`config.mk`:
```
export PLATFORM = sky130hd
export DESIGN_NAME = fp_adder_arbiter_flat
export DESIGN_NICKNAME = d
export VERILOG_FILES = /design/src/rtl/fp_arb_pkg.sv /design/src/rtl/fp_adder_arbiter_if.sv /design/src/rtl/fp_adder_arbiter_rr_picker.sv /design/src/rtl/fp_adder_arbiter.sv /design/src/flat_wrapper.sv
export SDC_FILE = /design/constraint.sdc
export NUM_CORES = 1
export LEC_CHECK = 0
export ABC_AREA = 1
export CAP_MARGIN = 10
export CORE_AREA = 5 5 163 165
export DETAILED_ROUTE_END_ITERATION = 8
export DIE_AREA = 0 0 168 170
export PLACE_DENSITY = 0.71
export SYNTH_ARGS = -nofsm -noshare
export SYNTH_HDL_FRONTEND = slang
export SYNTH_SLANG_ARGS = --single-unit
```
`constraint.sdc`:
```
create_clock -name clk -period 2.36 [get_ports clk]
set_input_delay 0.472 -clock clk [delete_from_list [all_inputs] [get_ports clk]]
set_output_delay 0.472 -clock clk [all_outputs]
set_load 0.05 [all_outputs]
```
`src/rtl/fp_arb_pkg.sv`:
```
// fp_arb_pkg: arbiter state encoding and single-precision constants.
package fp_arb_pkg;
    typedef enum logic [2:0] {IDLE, SEND_A, SEND_B, WAIT_Z, DELIVER} state_t;
    localparam int FP_W = 32;
    localparam logic [FP_W-1:0] ONE   = 32'h3F800000;
    localparam logic [FP_W-1:0] TWO   = 32'h40000000;
    localparam logic [FP_W-1:0] THREE = 32'h40400000;
endpackage

```
`src/rtl/fp_adder_arbiter_if.sv`:
```
// fp_adder_arbiter_if: requester-side and adder-side stb/ack buses of the arbiter.
interface fp_adder_arbiter_if #(parameter int N = 4, parameter int W = 32);
    logic [N*W-1:0] req_a, req_b;
    logic [N-1:0]   req_stb, req_ack, resp_stb, resp_ack;
    logic [W-1:0]   resp_z, add_a, add_b, add_z;
    logic           add_a_stb, add_a_ack, add_b_stb, add_b_ack, add_z_stb, add_z_ack;
    modport master (
        input  req_a, req_b, req_stb, resp_ack, add_a_ack, add_b_ack, add_z, add_z_stb,
        output req_ack, resp_z, resp_stb, add_a, add_a_stb, add_b, add_b_stb, add_z_ack
    );
    modport slave (
        output req_a, req_b, req_stb, resp_ack, add_a_ack, add_b_ack, add_z, add_z_stb,
        input  req_ack, resp_z, resp_stb, add_a, add_a_stb, add_b, add_b_stb, add_z_ack
    );
endinterface

```
`src/rtl/fp_adder_arbiter_rr_picker.sv`:
```
// rr_picker: first set request bit searching upward from last_grant+1, wrapping.
module rr_picker #(
    parameter int N  = 4,
    parameter int GW = $clog2(N)
) (
    input  logic [N-1:0]  req_i,
    input  logic [GW-1:0] last_i,
    output logic [GW-1:0] grant_o,
    output logic          any_o
);
    // Walk from the farthest candidate down so the nearest one is written last.
    always_comb begin
        grant_o = '0;
        any_o   = |req_i;
        for (int i = N; i >= 1; i--)
            if (req_i[(int'(last_i) + i) % N]) grant_o = GW'((int'(last_i) + i) % N);
    end
endmodule

```
`src/rtl/fp_adder_arbiter.sv`:
```
// fp_adder_arbiter: round-robin sharing of one stb/ack floating-point adder among N requesters.
module fp_adder_arbiter
    import fp_arb_pkg::*;
#(
    parameter int N     = 4,
    parameter int W     = FP_W,
    parameter int CNT_W = 16
) (
    input  logic                 clk,
    input  logic                 rst,
    fp_adder_arbiter_if.master   bus,
    output logic                 busy,
    output logic [$clog2(N)-1:0] grant_id,
    output logic [CNT_W-1:0]     op_count
);
    localparam int GW = $clog2(N);
    state_t         state_q, state_d;
    logic [GW-1:0]  last_q, last_d, grant_q, grant_d, pick;
    logic           any_req;
    logic [W-1:0]   add_a_q, add_a_d, add_b_q, add_b_d, resp_z_q, resp_z_d;
    logic           a_stb_q, a_stb_d, b_stb_q, b_stb_d, z_ack_q, z_ack_d, busy_q, busy_d;
    logic [N-1:0]   req_ack_q, req_ack_d, resp_stb_q, resp_stb_d;
    logic [CNT_W-1:0] cnt_q, cnt_d;

    rr_picker #(.N(N), .GW(GW)) u_pick (
        .req_i   (bus.req_stb),
        .last_i  (last_q),
        .grant_o (pick),
        .any_o   (any_req)
    );

    always_ff @(posedge clk or negedge rst) begin
        if (!rst) begin
            state_q    <= IDLE;
            last_q     <= GW'(N - 1);
            grant_q    <= '0;
            add_a_q    <= '0;
            add_b_q    <= '0;
            resp_z_q   <= '0;
            a_stb_q    <= 1'b0;
            b_stb_q    <= 1'b0;
            z_ack_q    <= 1'b0;
            busy_q     <= 1'b0;
            req_ack_q  <= '0;
            resp_stb_q <= '0;
            cnt_q      <= '0;
        end else begin
            state_q    <= state_d;
            last_q     <= last_d;
            grant_q    <= grant_d;
            add_a_q    <= add_a_d;
            add_b_q    <= add_b_d;
            resp_z_q   <= resp_z_d;
            a_stb_q    <= a_stb_d;
            b_stb_q    <= b_stb_d;
            z_ack_q    <= z_ack_d;
            busy_q     <= busy_d;
            req_ack_q  <= req_ack_d;
            resp_stb_q <= resp_stb_d;
            cnt_q      <= cnt_d;
        end
    end

    always_comb begin
        state_d    = state_q;
        last_d     = last_q;
        grant_d    = grant_q;
        add_a_d    = add_a_q;
        add_b_d    = add_b_q;
        resp_z_d   = resp_z_q;
        a_stb_d    = a_stb_q;
        b_stb_d    = b_stb_q;
        z_ack_d    = z_ack_q;
        busy_d     = busy_q;
        req_ack_d  = '0;
        resp_stb_d = resp_stb_q;
        cnt_d      = cnt_q;
        case (state_q)
            IDLE: if (any_req) begin
                add_a_d   = bus.req_a[int'(pick)*W +: W];
                add_b_d   = bus.req_b[int'(pick)*W +: W];
                grant_d   = pick;
                busy_d    = 1'b1;
                req_ack_d = N'(1) << pick;
                a_stb_d   = 1'b1;
                state_d   = SEND_A;
            end
            SEND_A: if (a_stb_q && bus.add_a_ack) begin
                a_stb_d = 1'b0;
                b_stb_d = 1'b1;
                state_d = SEND_B;
            end
            SEND_B: if (b_stb_q && bus.add_b_ack) begin
                b_stb_d = 1'b0;
                z_ack_d = 1'b1;
                state_d = WAIT_Z;
            end
            WAIT_Z: if (z_ack_q && bus.add_z_stb) begin
                resp_z_d   = bus.add_z;
                z_ack_d    = 1'b0;
                resp_stb_d = N'(1) << grant_q;
                state_d    = DELIVER;
            end
            DELIVER: if (resp_stb_q[grant_q] && bus.resp_ack[grant_q]) begin
                resp_stb_d = '0;
                cnt_d      = cnt_q + CNT_W'(1);
                last_d     = grant_q;
                busy_d     = 1'b0;
                state_d    = IDLE;
            end
            default: state_d = IDLE;
        endcase
    end

    assign bus.req_ack   = req_ack_q;
    assign bus.resp_stb  = resp_stb_q;
    assign bus.resp_z    = resp_z_q;
    assign bus.add_a     = add_a_q;
    assign bus.add_b     = add_b_q;
    assign bus.add_a_stb = a_stb_q;
    assign bus.add_b_stb = b_stb_q;
    assign bus.add_z_ack = z_ack_q;
    assign busy          = busy_q;
    assign grant_id      = grant_q;
    assign op_count      = cnt_q;
endmodule

```
`src/flat_wrapper.sv`:
```
// flat-port wrapper written by rule: the top's interface ports become plain ports
module fp_adder_arbiter_flat import fp_arb_pkg::*;
#(
    parameter int N     = 4,
    parameter int W     = FP_W,
    parameter int CNT_W = 16
)
  (clk, rst, busy, grant_id, op_count, bus_req_a, bus_req_b, bus_req_stb, bus_resp_ack, bus_add_a_ack, bus_add_b_ack, bus_add_z, bus_add_z_stb, bus_req_ack, bus_resp_z, bus_resp_stb, bus_add_a, bus_add_a_stb, bus_add_b, bus_add_b_stb, bus_add_z_ack);
  fp_adder_arbiter_if #(.N(N), .W(W)) bus_i ();
  input  logic clk;
  input  logic rst;
  output logic busy;
  output logic [$clog2(N)-1:0] grant_id;
  output logic [CNT_W-1:0] op_count;
  input wire logic [$bits(bus_i.req_a)-1:0] bus_req_a;
  input wire logic [$bits(bus_i.req_b)-1:0] bus_req_b;
  input wire logic [$bits(bus_i.req_stb)-1:0] bus_req_stb;
  input wire logic [$bits(bus_i.resp_ack)-1:0] bus_resp_ack;
  input wire logic [$bits(bus_i.add_a_ack)-1:0] bus_add_a_ack;
  input wire logic [$bits(bus_i.add_b_ack)-1:0] bus_add_b_ack;
  input wire logic [$bits(bus_i.add_z)-1:0] bus_add_z;
  input wire logic [$bits(bus_i.add_z_stb)-1:0] bus_add_z_stb;
  output wire logic [$bits(bus_i.req_ack)-1:0] bus_req_ack;
  output wire logic [$bits(bus_i.resp_z)-1:0] bus_resp_z;
  output wire logic [$bits(bus_i.resp_stb)-1:0] bus_resp_stb;
  output wire logic [$bits(bus_i.add_a)-1:0] bus_add_a;
  output wire logic [$bits(bus_i.add_a_stb)-1:0] bus_add_a_stb;
  output wire logic [$bits(bus_i.add_b)-1:0] bus_add_b;
  output wire logic [$bits(bus_i.add_b_stb)-1:0] bus_add_b_stb;
  output wire logic [$bits(bus_i.add_z_ack)-1:0] bus_add_z_ack;
  assign bus_i.req_a = bus_req_a;
  assign bus_i.req_b = bus_req_b;
  assign bus_i.req_stb = bus_req_stb;
  assign bus_i.resp_ack = bus_resp_ack;
  assign bus_i.add_a_ack = bus_add_a_ack;
  assign bus_i.add_b_ack = bus_add_b_ack;
  assign bus_i.add_z = bus_add_z;
  assign bus_i.add_z_stb = bus_add_z_stb;
  assign bus_req_ack = bus_i.req_ack;
  assign bus_resp_z = bus_i.resp_z;
  assign bus_resp_stb = bus_i.resp_stb;
  assign bus_add_a = bus_i.add_a;
  assign bus_add_a_stb = bus_i.add_a_stb;
  assign bus_add_b = bus_i.add_b;
  assign bus_add_b_stb = bus_i.add_b_stb;
  assign bus_add_z_ack = bus_i.add_z_ack;
  fp_adder_arbiter #(.N(N), .W(W), .CNT_W(CNT_W)) u_core (.clk(clk), .rst(rst), .bus(bus_i), .busy(busy), .grant_id(grant_id), .op_count(op_count));
endmodule
```
* Yosys cells after proc, flatten, opt, wreduce, memory -nomap -nowiden
Index checks and enable logic that the tools add are counted.
** Cells by class
- Add/sub/neg operators :: 5
- Order comparisons :: 5
- Equal/unequal tests :: 9
- Shift-type cells :: 4
- Mux-type cells :: 42
- Bitwise gates (word level) :: 4
- Reductions and logical operators :: 24
** Operators by type and width (number)
- $shiftx A128 B8 Y32 :: 2
- $mux W1 :: 17
- $add A16 B1 Y16 const B :: 1
- $lt A3 B4 Y1 const B :: 4
- $mux W4 :: 4
- $mux W3 :: 5
- $pmux W3 S5 :: 1
- $reduce_and A3 Y1 :: 5
- $bmux W1 S2 :: 6
- $ne A2 B1 Y1 const B :: 5
- $reduce_bool A2 Y1 :: 5
- $mux W2 :: 4
- $pmux W1 S2 :: 4
- $pmux W4 S2 :: 1
- $reduce_or A2 Y1 :: 4
- $shl A1 B2 Y4 const A :: 2
- $eq A3 B2 Y1 const B :: 2
- $reduce_and A2 Y1 :: 3
- $reduce_and A5 Y1 :: 1
- $add A2 B1 Y2 const B :: 2
- $add A2 B2 Y2 const B :: 2
- $and A1 B1 Y1 const A :: 4
- $logic_and A1 B1 Y1 :: 4
- $reduce_or A4 Y1 :: 1
- 4 further kinds :: 4
** Word-level totals
- Register bits :: 131
- Bits of input ports :: 301
- Output and inout bits :: 126

* Longest topological paths before layout
- Depth in word-level cells :: 13
- Mapped depth :: 17
- Mapped depth without buffers :: 14

* Modules after synthesis
Synthesis repeated with hierarchy kept, for this count alone.
** Unflattened totals
- Cells, all modules :: 998
- Area, all modules :: 7439.6 µm²
** Modules (own cells, without submodules)
- fp_adder_arbiter :: instances 1, cells an instance 947, area an instance 7173.1 µm²
- rr_picker :: instances 1, cells an instance 51, area an instance 266.5 µm²

* Least setup slack after synthesis
Ideal clock, no wire load.
- Path kind :: register to register
- From :: register u_core.grant_q[0] (netlist: u_core.grant_id[0])
- To :: register u_core.resp_stb_q[3] (netlist: u_core.bus.resp_stb[3])
- Arrival :: 1.783 ns
- Required time :: 2.230 ns
- Path slack :: 0.446 ns
- Cell stages (with the launch flop) :: 11
- Buffers on the path :: 1
- Clock period less this slack :: 1.914 ns
- Path through :: dfrtp_1 > inv_1 > nor2_1 > a22oi_1 > nand3_1 > nand2_1 > nor2_2 > inv_1 > buf_2 > nand3_1 > o31ai_1
** On the way
- Word-level cells in the longest chain between the ends :: 5
** Ends and longest elaborated chain
- from (decl) :: RTL line fp_adder_arbiter.sv:18 : logic [GW-1:0] last_q, last_d, grant_q, grant_d, pick;
- from (signal assigned) :: RTL line fp_adder_arbiter.sv:50 : grant_q <= grant_d;
- $bmux W1 S2 :: RTL line fp_adder_arbiter.sv:104 : DELIVER: if (resp_stb_q[grant_q] && bus.resp_ack[grant_q]) begin
- $mux W1 (not written as such) :: RTL line fp_adder_arbiter.sv:104
- $logic_and A1 B1 Y1 :: RTL line fp_adder_arbiter.sv:104
- $ne A2 B1 Y1 (no line)
- $reduce_and A3 Y1 (no line)
- to (signal assigned) :: RTL line fp_adder_arbiter.sv:59 : resp_stb_q <= resp_stb_d;
- to (decl) :: RTL line fp_adder_arbiter.sv:22 : logic [N-1:0] req_ack_q, req_ack_d, resp_stb_q, resp_stb_d;
Several ways; a longest one is shown, not always the timed one. The select of a mux whose other input is x is not followed.
A chain may end at the register's enable or synchronous reset.

* Worst setup path after layout
- From :: register u_core.grant_q[1] (netlist: u_core.grant_id[1])
- To :: output grant_id[1]
** RTL lines
- to (decl) :: RTL line flat_wrapper.sv:13 : output logic [$clog2(N)-1:0] grant_id;
No word-level cell between the ends.

==> metrics.txt <==
total track usage 0.225; clock-pin slew on the worst setup and hold paths 0.05 ns; CP cell instances clkdlybuf4s50_1; vias in the first global route 9795; capturing point of the worst reg2reg path u_core.bus.add_b[22]; critical path depth 1; clk_skew 0.0134 ns; Hold Path Sink u_core.bus.add_a[3]; DP Worst Slack -0.0886 ns; Slew Limit Fails 0; CTS Buf Count 17; crit path buf inv count 1; post-synth top area cell dfrtp_1; Mean Syn Cell Area ~6.1 um^2; Finished Cell Area 14100 um^2; largest net degree at the start of global routing 49; Max clock buf depth 2; DRC viols 0; # fillers around 2400; worst-margin pin slew 0.653 ns; setup violators final 0; Crit path arrival time 1.81 ns; r2r setup slk 0.24 ns; Root Buffer clkbuf_16; Routability Congestion 0.898; CP max stage delay about 0.89 ns; Rel. slew slack 0.563; initial core utilization 0.349; Vert. Die Dim 170 um; post-synth top area share 0.371; Tot Pwr 6.03 mW; GR Overflow Total 0; DR pass1 iterations 5; DR vias/cell 4.63; launch point of the worst reg-to-reg path u_core.last_q[0]; Vias 10000; worst skew pair latency 0.42 ns; #FFs+latches synth 131; Routed Antenna Nets 0; Cell Rows 58; dpl cell area 13500 um^2; initial antenna violation count 6; first-pass GRT wire length slightly above 50 mm; fmax about 440 MHz; hold wc startpoint u_core.bus.add_a[3]; wire length per cell approximately 16 um; maximum vdd drop between 0.4 and 0.5 mV; syn nets 1718; most common cell after layout, fill and taps aside nand2_1; setup ws final between 0.08 and 0.09 ns; static leakage 7.69 nW; Iteration-0 DRC Markers 623; min cycle time layout 2.28 ns; power per cell area 427 nW/um^2; WS Path Type register to output port; CTS tree built; cells on worst reg2reg path 15; Die Area approximately 29000 um^2; yosys warns 0; RSZ-0062 raised after global routing no; Area Growth Syn to Fin 62.5%; register area share after synthesis 0.377; Top Ports 427; Area contributors post-synth dfrtp_1 (37%), nand2_1 (25%), nand3_1 (16%); CP max-delay cell clkdlybuf4s50_1; Final Cycle Share 0.966; CP delay by family, top buffers and inverters; CTS H-tree lvls 4; Detailed Place HPWL around 26 mm; Die X between 150 and 200 um; critical path peak fanout 8; ratio of cells with drive above 1 in the final layout 0.0448; Setup crit end kind output port; drt total wl 33.6 mm; TritonCTS Sinks 131; library cells used by synthesis 29; maximum capacitance violations 0; Hold Path Depth 2; commonest cells after routing, fill and taps aside nand2_1 (571), clkdlybuf4s50_1 (425), inv_1 (278); CP Launch Type register; port bufs 426; hold violation total from the final report 0; Hold Path Class register to register; status finished, final reports clean; post-synthesis cell count between 1000 and 1500; Core Area 24900 um^2; Cell Area, Synth 8690 um^2; CP Data Required Time 1.89 ns; NumNets Final 2118
==> synthesized netlist by cell type, drive strengths merged <==
cell type and number:
a21oi 4, nand2 576, nand4 5, clkbuf 27, o21ai 9, buf 53, nor4 1, xor2 8
nand3 272, xnor2 7, o21a 1, o31ai 1, ha 1, dfstp 2, nor3 9, inv 285
clkinv 1, a22oi 1, nor2 24, dfrtp 129
==> flip-flops by register name (all words and copies together) (netlist names) <==
signal	count
u_core.bus.add_a	32
u_core.bus.add_a_stb	1
u_core.bus.add_b	32
u_core.bus.add_b_stb	1
u_core.bus.add_z_ack	1
u_core.bus.req_ack	4
u_core.bus.resp_stb	4
u_core.bus.resp_z	32
u_core.busy	1
u_core.grant_id	2
u_core.last_q	2
u_core.op_count	16
u_core.state_q	3
==> timing repair <==
item	CTS	global route
endpoints found under the hold margin	38	0
hold buffers	1	0
endpoints found under the setup margin	0	3
resized for setup	0	1
buffers inserted	0	0
==> layout make-up <==
type                            instances  area [um^2]  share of cell area
Sequential cell                       131         3280               0.232
Antenna cell                            6         15.0             0.00106
Multi-Input combinational cell        919         3970               0.281
Timing Repair Buffer                  461         4810               0.340
Clock inverter                         14          140             0.00992
Inverter                              286         1080              0.0762
Clock buffer                           18          429              0.0304
Tap cell                              330          413              0.0292
==> where the power goes <==
group	internal, mW	switching [mW]	total [mW]	leakage, nW
combinational	0.674	0.483	1.16	5.63
sequential	2.25	0	2.25	1.79
clock	1.48	1.15	2.63	0.269
==> stage by stage <==
| step | utilization | std cells | TNS, ns | hold WS (ns) |
|---|---|---|---|---|
| CTS | 0.567 | 2159 | 0 | 0.480 |
| detailed placement | 0.544 | 2126 | -2.78 | 0.442 |
| global route | 0.568 | 2165 | 0 | 0.501 |
| global placement | 0.544 | 2126 | -0.218 | 0.446 |
| floorplan | - | 1416 | 0 | 0.176 |
| finish | 0.568 | 2165 | 0 | 0.477 |
==> layer usage <==
| layer | vias to the layer above | part of all wire | GRT usage |
|---|---|---|---|
| li1 | 5043 | - | - |
| met1 | 4535 | 0.40 | 0.266 |
| met2 | 387 | 0.49 | 0.389 |
| met3 | 54 | 0.082 | 0.0599 |
| met4 | 0 | 0.032 | 0.0914 |
| met5 | - | 0 | 0 |
==> cells by family after synthesis <==
group,synth area share
AOI/OAI and AO/OA,0.0101
xor gates and xnor gates,0.0151
adders and majority gates,0.00144
buffers and inverters,0.169
DFF,0.377
and+or+nand+nor,0.427
==> worst max path at each step <==
| stage | from | endpoint | slack (ns) |
|---|---|---|---|
| 2_1_floorplan | u_core.grant_id[0] | u_core.bus.resp_stb[3] | 0.45 |
| 3_3_place_gp | bus_req_stb[3] | u_core.bus.add_b[15] | -0.04 |
| 3_5_place_dp | bus_req_stb[3] | u_core.bus.add_b[15] | -0.09 |
| 4_1_cts | u_core.grant_id[1] | grant_id[1] | 0.07 |
| 5_1_grt | u_core.grant_id[1] | grant_id[1] | 0.02 |
| 6_report | u_core.grant_id[1] | grant_id[1] | 0.08 |
(Power assumes the default switching activity.)
